$ cat src/rtl/workout_session_tracker_if.sv
// Per-second fitness sample channel: valid/ready plus HR, steps and stride payload.
interface workout_session_tracker_if #(
    parameter int HR_W     = 8,
    parameter int STEP_W   = 4,
    parameter int STRIDE_W = 8
) ();
    logic                sample_valid;
    logic                sample_ready;
    logic [HR_W-1:0]     hr_in;
    logic [STEP_W-1:0]   steps_in;
    logic [STRIDE_W-1:0] stride_in;

    modport master (output sample_valid, hr_in, steps_in, stride_in, input sample_ready);
    modport slave  (input sample_valid, hr_in, steps_in, stride_in, output sample_ready);
endinterface

$ cat src/rtl/workout_session_tracker.sv
// Session tracker: saturating step/distance/time sums, window-averaged HR, debounced zone; 1-cycle latency.
// Backpressure: sample_ready high only while a session is ACTIVE; samples are refused in IDLE/DONE.
module workout_session_tracker #(
    parameter int HR_W     = 8,
    parameter int STEP_W   = 4,
    parameter int STRIDE_W = 8,
    parameter int DIST_W   = 32,
    parameter int STEPS_W  = 16,
    parameter int TIME_W   = 16,
    parameter int WIN_LOG2 = 3,
    parameter int WARN_TH  = 150,
    parameter int EMERG_TH = 180,
    parameter int PERSIST  = 3
) (
    input  logic                 clk,
    input  logic                 rst,
    input  logic                 start,
    input  logic                 stop,
    workout_session_tracker_if.slave smp,
    output logic                 session_active,
    output logic [STEPS_W-1:0]   total_steps,
    output logic [DIST_W-1:0]    total_distance,
    output logic [TIME_W-1:0]    elapsed,
    output logic [HR_W-1:0]      max_hr,
    output logic [HR_W-1:0]      avg_hr,
    output logic                 avg_valid,
    output logic [1:0]           hr_zone,
    output logic                 alarm
);
    localparam int DEPTH  = 1 << WIN_LOG2;
    localparam int SUM_W  = HR_W + WIN_LOG2;
    localparam int PROD_W = STEP_W + STRIDE_W;
    localparam int CNT_W  = $clog2(PERSIST + 1);

    localparam logic [1:0] S_IDLE   = 2'd0;
    localparam logic [1:0] S_ACTIVE = 2'd1;
    localparam logic [1:0] S_DONE   = 2'd2;

    logic [1:0]          state;
    logic                accept;
    logic                clear;
    logic [HR_W-1:0]     win [DEPTH];
    logic [WIN_LOG2-1:0] wr_ptr;
    logic [WIN_LOG2:0]   fill;
    logic [SUM_W-1:0]    sum;
    logic [1:0]          cand;
    logic [CNT_W-1:0]    cnt;

    logic [STEPS_W:0]    steps_sum;
    logic [PROD_W-1:0]   prod;
    logic [DIST_W:0]     dist_sum;
    logic [HR_W-1:0]     evicted;
    logic [SUM_W-1:0]    new_sum;
    logic                win_full;
    logic                avg_valid_next;
    logic [1:0]          raw_zone;
    logic [CNT_W-1:0]    next_cnt;

    assign smp.sample_ready = (state == S_ACTIVE);
    assign session_active   = (state == S_ACTIVE);
    assign accept           = smp.sample_valid && (state == S_ACTIVE);
    assign clear            = start && (state != S_ACTIVE);

    always_comb begin
        steps_sum      = {1'b0, total_steps} + (STEPS_W+1)'(smp.steps_in);
        prod           = PROD_W'(smp.steps_in) * PROD_W'(smp.stride_in);
        dist_sum       = {1'b0, total_distance} + (DIST_W+1)'(prod);
        win_full       = (fill == (WIN_LOG2+1)'(DEPTH));
        evicted        = win_full ? win[wr_ptr] : '0;
        new_sum        = sum + SUM_W'(smp.hr_in) - SUM_W'(evicted);
        avg_valid_next = win_full || (fill == (WIN_LOG2+1)'(DEPTH - 1));
        raw_zone       = 2'd2;
        if (int'(smp.hr_in) <= WARN_TH)       raw_zone = 2'd0;
        else if (int'(smp.hr_in) <= EMERG_TH) raw_zone = 2'd1;
        next_cnt       = (raw_zone == cand) ? cnt + CNT_W'(1) : CNT_W'(1);
    end

    always_ff @(posedge clk) begin
        if (rst) begin
            state <= S_IDLE;
        end else begin
            case (state)
                S_IDLE, S_DONE: if (start) state <= S_ACTIVE;
                S_ACTIVE:       if (stop)  state <= S_DONE;
                default:        state <= S_IDLE;
            endcase
        end
    end

    always_ff @(posedge clk) begin
        if (rst || clear) begin
            for (int i = 0; i < DEPTH; i++) win[i] <= '0;
        end else if (accept) begin
            win[wr_ptr] <= smp.hr_in;
        end
    end

    always_ff @(posedge clk) begin
        if (rst || clear) begin
            total_steps    <= '0;
            total_distance <= '0;
            elapsed        <= '0;
            max_hr         <= '0;
            avg_hr         <= '0;
            avg_valid      <= 1'b0;
            hr_zone        <= 2'd0;
            alarm          <= 1'b0;
            wr_ptr         <= '0;
            fill           <= '0;
            sum            <= '0;
            cand           <= 2'd0;
            cnt            <= '0;
        end else if (accept) begin
            total_steps    <= steps_sum[STEPS_W] ? '1 : steps_sum[STEPS_W-1:0];
            total_distance <= dist_sum[DIST_W]   ? '1 : dist_sum[DIST_W-1:0];
            if (!(&elapsed)) elapsed <= elapsed + TIME_W'(1);
            if (smp.hr_in > max_hr) max_hr <= smp.hr_in;

            // Evicted entry only contributes once the ring has wrapped.
            wr_ptr    <= wr_ptr + WIN_LOG2'(1);
            sum       <= new_sum;
            if (!win_full) fill <= fill + (WIN_LOG2+1)'(1);
            avg_valid <= avg_valid_next;
            avg_hr    <= avg_valid_next ? HR_W'(new_sum >> WIN_LOG2) : '0;

            if (raw_zone == hr_zone) begin
                cnt <= '0;
            end else if (next_cnt == CNT_W'(PERSIST)) begin
                hr_zone <= raw_zone;
                alarm   <= (raw_zone == 2'd2);
                cand    <= raw_zone;
                cnt     <= '0;
            end else begin
                cand <= raw_zone;
                cnt  <= next_cnt;
            end
        end
    end
endmodule

$ cat src/flat_wrapper.sv
// flat-port wrapper written by rule: the top's interface ports become plain ports
module workout_session_tracker_flat 
#(
    parameter int HR_W     = 8,
    parameter int STEP_W   = 4,
    parameter int STRIDE_W = 8,
    parameter int DIST_W   = 32,
    parameter int STEPS_W  = 16,
    parameter int TIME_W   = 16,
    parameter int WIN_LOG2 = 3,
    parameter int WARN_TH  = 150,
    parameter int EMERG_TH = 180,
    parameter int PERSIST  = 3
)
  (clk, rst, start, stop, session_active, total_steps, total_distance, elapsed, max_hr, avg_hr, avg_valid, hr_zone, alarm, smp_sample_valid, smp_hr_in, smp_steps_in, smp_stride_in, smp_sample_ready);
  workout_session_tracker_if #(.HR_W(HR_W), .STEP_W(STEP_W), .STRIDE_W(STRIDE_W)) smp_i ();
  input  logic clk;
  input  logic rst;
  input  logic start;
  input  logic stop;
  output logic session_active;
  output logic [STEPS_W-1:0] total_steps;
  output logic [DIST_W-1:0] total_distance;
  output logic [TIME_W-1:0] elapsed;
  output logic [HR_W-1:0] max_hr;
  output logic [HR_W-1:0] avg_hr;
  output logic avg_valid;
  output logic [1:0] hr_zone;
  output logic alarm;
  input wire logic [$bits(smp_i.sample_valid)-1:0] smp_sample_valid;
  input wire logic [$bits(smp_i.hr_in)-1:0] smp_hr_in;
  input wire logic [$bits(smp_i.steps_in)-1:0] smp_steps_in;
  input wire logic [$bits(smp_i.stride_in)-1:0] smp_stride_in;
  output wire logic [$bits(smp_i.sample_ready)-1:0] smp_sample_ready;
  assign smp_i.sample_valid = smp_sample_valid;
  assign smp_i.hr_in = smp_hr_in;
  assign smp_i.steps_in = smp_steps_in;
  assign smp_i.stride_in = smp_stride_in;
  assign smp_sample_ready = smp_i.sample_ready;
  workout_session_tracker #(.HR_W(HR_W), .STEP_W(STEP_W), .STRIDE_W(STRIDE_W), .DIST_W(DIST_W), .STEPS_W(STEPS_W), .TIME_W(TIME_W), .WIN_LOG2(WIN_LOG2), .WARN_TH(WARN_TH), .EMERG_TH(EMERG_TH), .PERSIST(PERSIST)) u_core (.clk(clk), .rst(rst), .start(start), .stop(stop), .smp(smp_i), .session_active(session_active), .total_steps(total_steps), .total_distance(total_distance), .elapsed(elapsed), .max_hr(max_hr), .avg_hr(avg_hr), .avg_valid(avg_valid), .hr_zone(hr_zone), .alarm(alarm));
endmodule
$ cat config.mk
export PLATFORM = sky130hd
export DESIGN_NAME = workout_session_tracker_flat
export DESIGN_NICKNAME = d
export VERILOG_FILES = /design/src/rtl/workout_session_tracker_if.sv /design/src/rtl/workout_session_tracker.sv /design/src/flat_wrapper.sv
export SDC_FILE = /design/constraint.sdc
export NUM_CORES = 1
export LEC_CHECK = 0
export ABC_CLOCK_PERIOD_IN_PS = 4600
export BUFFER_PORTS_ARGS = -buffer_cell sky130_fd_sc_hd__buf_4
export CAP_MARGIN = 20
export CORE_MARGIN = 3
export CORE_UTILIZATION = 28
export DETAILED_ROUTE_END_ITERATION = 8
export GPL_TIMING_DRIVEN = 0
export SYNTH_ARGS = -nofsm -noshare
export SYNTH_HDL_FRONTEND = slang
export SYNTH_SLANG_ARGS = --single-unit
export TNS_END_PERCENT = 1
$ cat constraint.sdc
create_clock -name clk -period 4.6 [get_ports clk]
set_input_delay 0.23 -clock clk [delete_from_list [all_inputs] [get_ports clk]]
set_output_delay 0.23 -clock clk [all_outputs]
set_load 0.02 [all_outputs]
==> flow_summary.json <==
{
  "status": "finished, final reports clean",
  "synthTopCellsByCount": "dfxtp_1 (110), inv_1 (96), nor2_1 (91)",
  "grt_remaining_overflow": 0,
  "start_util": 0.287,
  "diodes": 0,
  "insertion_delay_ps": 450,
  "post-synth-top-count-cell": "dfxtp_1",
  "vias": 8118,
  "min_period_ps": 4230,
  "yosysUniqueCellTypes": 72,
  "yosys-top-cells-area": "dfxtp_1 (22%), edfxtp_1 (19%), ha_1 (6.1%)",
  "layout-drive-gt1-share": 0.167,
  "fin_total_pwr_mw": 3.61,
  "clkTransAtPathRegs_ps": 70,
  "io_pins": 111,
  "core.rowCount": 68,
  "relSlewSlack": 0.369,
  "drc": 0,
  "worst_slack_ps": 365,
  "worstPathMaxFanout": 10,
  "r2r_end": "u_core.sum[10]",
  "grt_pass1_wl_mm": 44.1,
  "grtUsageTotal": 0.146,
  "yosys.area_share.simple": 0.178,
  "worstMarginPinSlew_ps": 947,
  "die_width_um": 195,
  "h-tree-depth": 4,
  "hold_viol": 0,
  "cts-root-buf": "clkbuf_16",
  "die_y_um": 195,
  "antenna_left": 0,
  "crit_chain": "clkbuf_1 > clkbuf_2 > mux4_2 > mux2i_1 > nor2_1 > fa_1 > inv_1 > ha_1 > nor2b_1 > o2111ai_1 > a31oi_1 > or4_1 > nand4_1 > xor2_1 > nor2_1",
  "startpoint_type": "flop",
  "vdd_ir_drop_max_v": 0.000264,
  "ys_seq_elements": 174,
  "path_class": "flop to flop",
  "place_ws_ps": -295,
  "setup_violations": 0,
  "numCtsBuffers": 17,
  "yosys.area_share.adder": 0.121,
  "synth-compound-area-share": 0.125,
  "die_area_mm2": 0.0380,
  "synth_warnings": 0,
  "dp_hpwl_mm": 21.1,
  "grt_antenna_before_repair": 0,
  "gp_congestion": 0.842,
  "port_buffers": 110,
  "fin_skew_ps": 10.7,
  "ys_seq_area_frac": 0.412,
  "synth_top_family_by_area": "simple AND/OR/NAND/NOR gates",
  "drv_cap": 0,
  "routed_wl_mm": 27.8,
  "cp-end-kind": "flop",
  "syn-cell-area_mm2": 0.0100,
  "critPathArrivalTime_ps": 4540,
  "whs_ps": 55.8,
  "async_reset_ff_frac": 0,
  "synth_mux_area_frac": 0.0541,
  "synth.avg_cell_area_um2": 9.74,
  "vias_per_cell": 4.98,
  "clock-sinks": 174,
  "clock.fmax_mhz": 236,
  "synth_edf_count": 64,
  "cellPowerDensity_mw_per_mm2": 301,
  "cts_buffer_depth": 2,
  "synth_ff_type": "dfxtp_1",
  "synth_cells": 1026,
  "cts_setup_buffers": 0,
  "r2r_cells": 15,
  "yosys.area.top_type": "dfxtp_1",
  "p_leak_nw": 4.57,
  "firstDrtPassIters": 5,
  "coreArea_mm2": 0.0349,
  "period_share": 0.921,
  "first_global_vias": 7812,
  "syn_nets": 1130,
  "wl_per_cell_um": 17.0,
  "cpMaxStageDelayCell": "or4_1",
  "cpMostUsedCell": "nor2_1",
  "synth-xor-area-share": 0.0517,
  "critPathMaxStageDelay_ps": 520,
  "syn_to_final_growth_pct": 19.9,
  "rsz0062_at_grt": "no",
  "nets": 1266,
  "cp-endpoint": "u_core.sum[10]",
  "critPathRequiredTime_ps": 4900,
  "synth_top_area_share": 0.220,
  "drtIter0Drc": 638,
  "grt_max_degree": 18,
  "slew_violations": 0,
  "cts_tree": "built",
  "hold_path_class": "input pin to flop",
  "reg2reg_slack_ps": 370
}
==> layout make-up <==
| class | instances | area (um^2) |
|---|---|---|
| fill | 3587 | 22900 |
| multi-input combinational | 705 | 5300 |
| sequential | 174 | 4130 |
| timing repair buffer | 118 | 871 |
| tap | 455 | 569 |
| clock buffer | 17 | 425 |
| inverter | 101 | 379 |
| buffer | 45 | 203 |
| clock inverter | 15 | 123 |
==> report_power, final <==
group,switching [mW],internal [mW]
logic,0.354,0.221
registers,0.0201,1.64
clock network,0.673,0.705
total,1.05,2.56
==> layer usage <==
layer	share of wire	wire (um)	track usage	up-vias
met5	0	0	0	-
met4	0.019	541	0.0449	0
met3	0.045	1260	0.0295	33
met2	0.50	13900	0.249	192
met1	0.43	12100	0.186	3978
li1	-	-	-	3915
==> worst min path at each step <==
stage,from,to,cells past startpoint
after floorplan,start,u_core.state[0],2
after CTS,start,u_core.state[0],3
after detailed placement,u_core.sum[4],u_core.sum[4],2
final,start,u_core.state[0],3
after global routing,start,u_core.state[0],3
after global placement,u_core.sum[0],u_core.sum[0],2
==> cell families after synthesis <==
kind of cell	Yosys count
mux	34
buf+inv	147
fa+ha+maj	79
simple gates	346
compound gates	187
xor+xnor	59
flops	174
==> cell usage in the layout, fill, tap and decap left out, types with 8 or more instances in the layout <==
| master | Yosys | routed |
|---|---|---|
| a21o_1 | 11 | 11 |
| edfxtp_1 | 64 | 64 |
| xor2_1 | 22 | 22 |
| mux2i_1 | 18 | 18 |
| nand4_1 | 11 | 11 |
| nor4_1 | 37 | 37 |
| clkbuf_16 | 0 | 17 |
| a211oi_1 | 16 | 16 |
| dfxtp_1 | 110 | 109 |
| buf_1 | 10 | 9 |
| fa_1 | 30 | 30 |
| mux4_2 | 16 | 16 |
| inv_1 | 96 | 96 |
| nor2_1 | 91 | 91 |
| o21ai_0 | 25 | 25 |
| ha_1 | 49 | 49 |
| buf_4 | 3 | 115 |
| a21oi_1 | 65 | 65 |
| nand2_1 | 58 | 58 |
| a31oi_1 | 13 | 13 |
| nand3_1 | 21 | 21 |
| o21a_1 | 8 | 8 |
| xnor2_1 | 37 | 37 |
| nor3_1 | 34 | 34 |
| clkbuf_1 | 30 | 28 |
| and2_1 | 45 | 45 |
==> timing repair <==
action,CTS,global route
setup endpoints to repair,6,5
hold buffers,0,0
gates resized for setup,2,7
==> per-stage QoR <==
stage	instances	utilization	setup TNS (ps)	instance area (um^2)
global placement	1591	0.327	-1130	11400
global route	1630	0.344	0	12000
floorplan	1026	-	0	10000
finish	1630	0.344	0	12000
detailed placement	1597	0.328	-1680	11400
CTS	1628	0.343	0	12000
==> flip-flops by register name, indices dropped and copies added (netlist names), 3 cells and up, named ones only <==
register and cells:
u_core.win 64, u_core.total_distance 32, u_core.elapsed 16, u_core.total_steps 16, u_core.sum 11, u_core.avg_hr 8
u_core.max_hr 8, u_core.fill 4, u_core.wr_ptr 3
==> worst max-delay path: cells and delay by family (launching register included) <==
family                   cells  cell delay, ps
flip-flops                   1             310
XOR/XNOR                     1             160
multiplexers                 2             570
AND/OR/NAND/NOR              5             940
adder cells (fa/ha/maj)      2             820
buffers and inverters        3             820
AO/OA/AOI/OAI                2             460
Power figures use the tool's default switching activity.
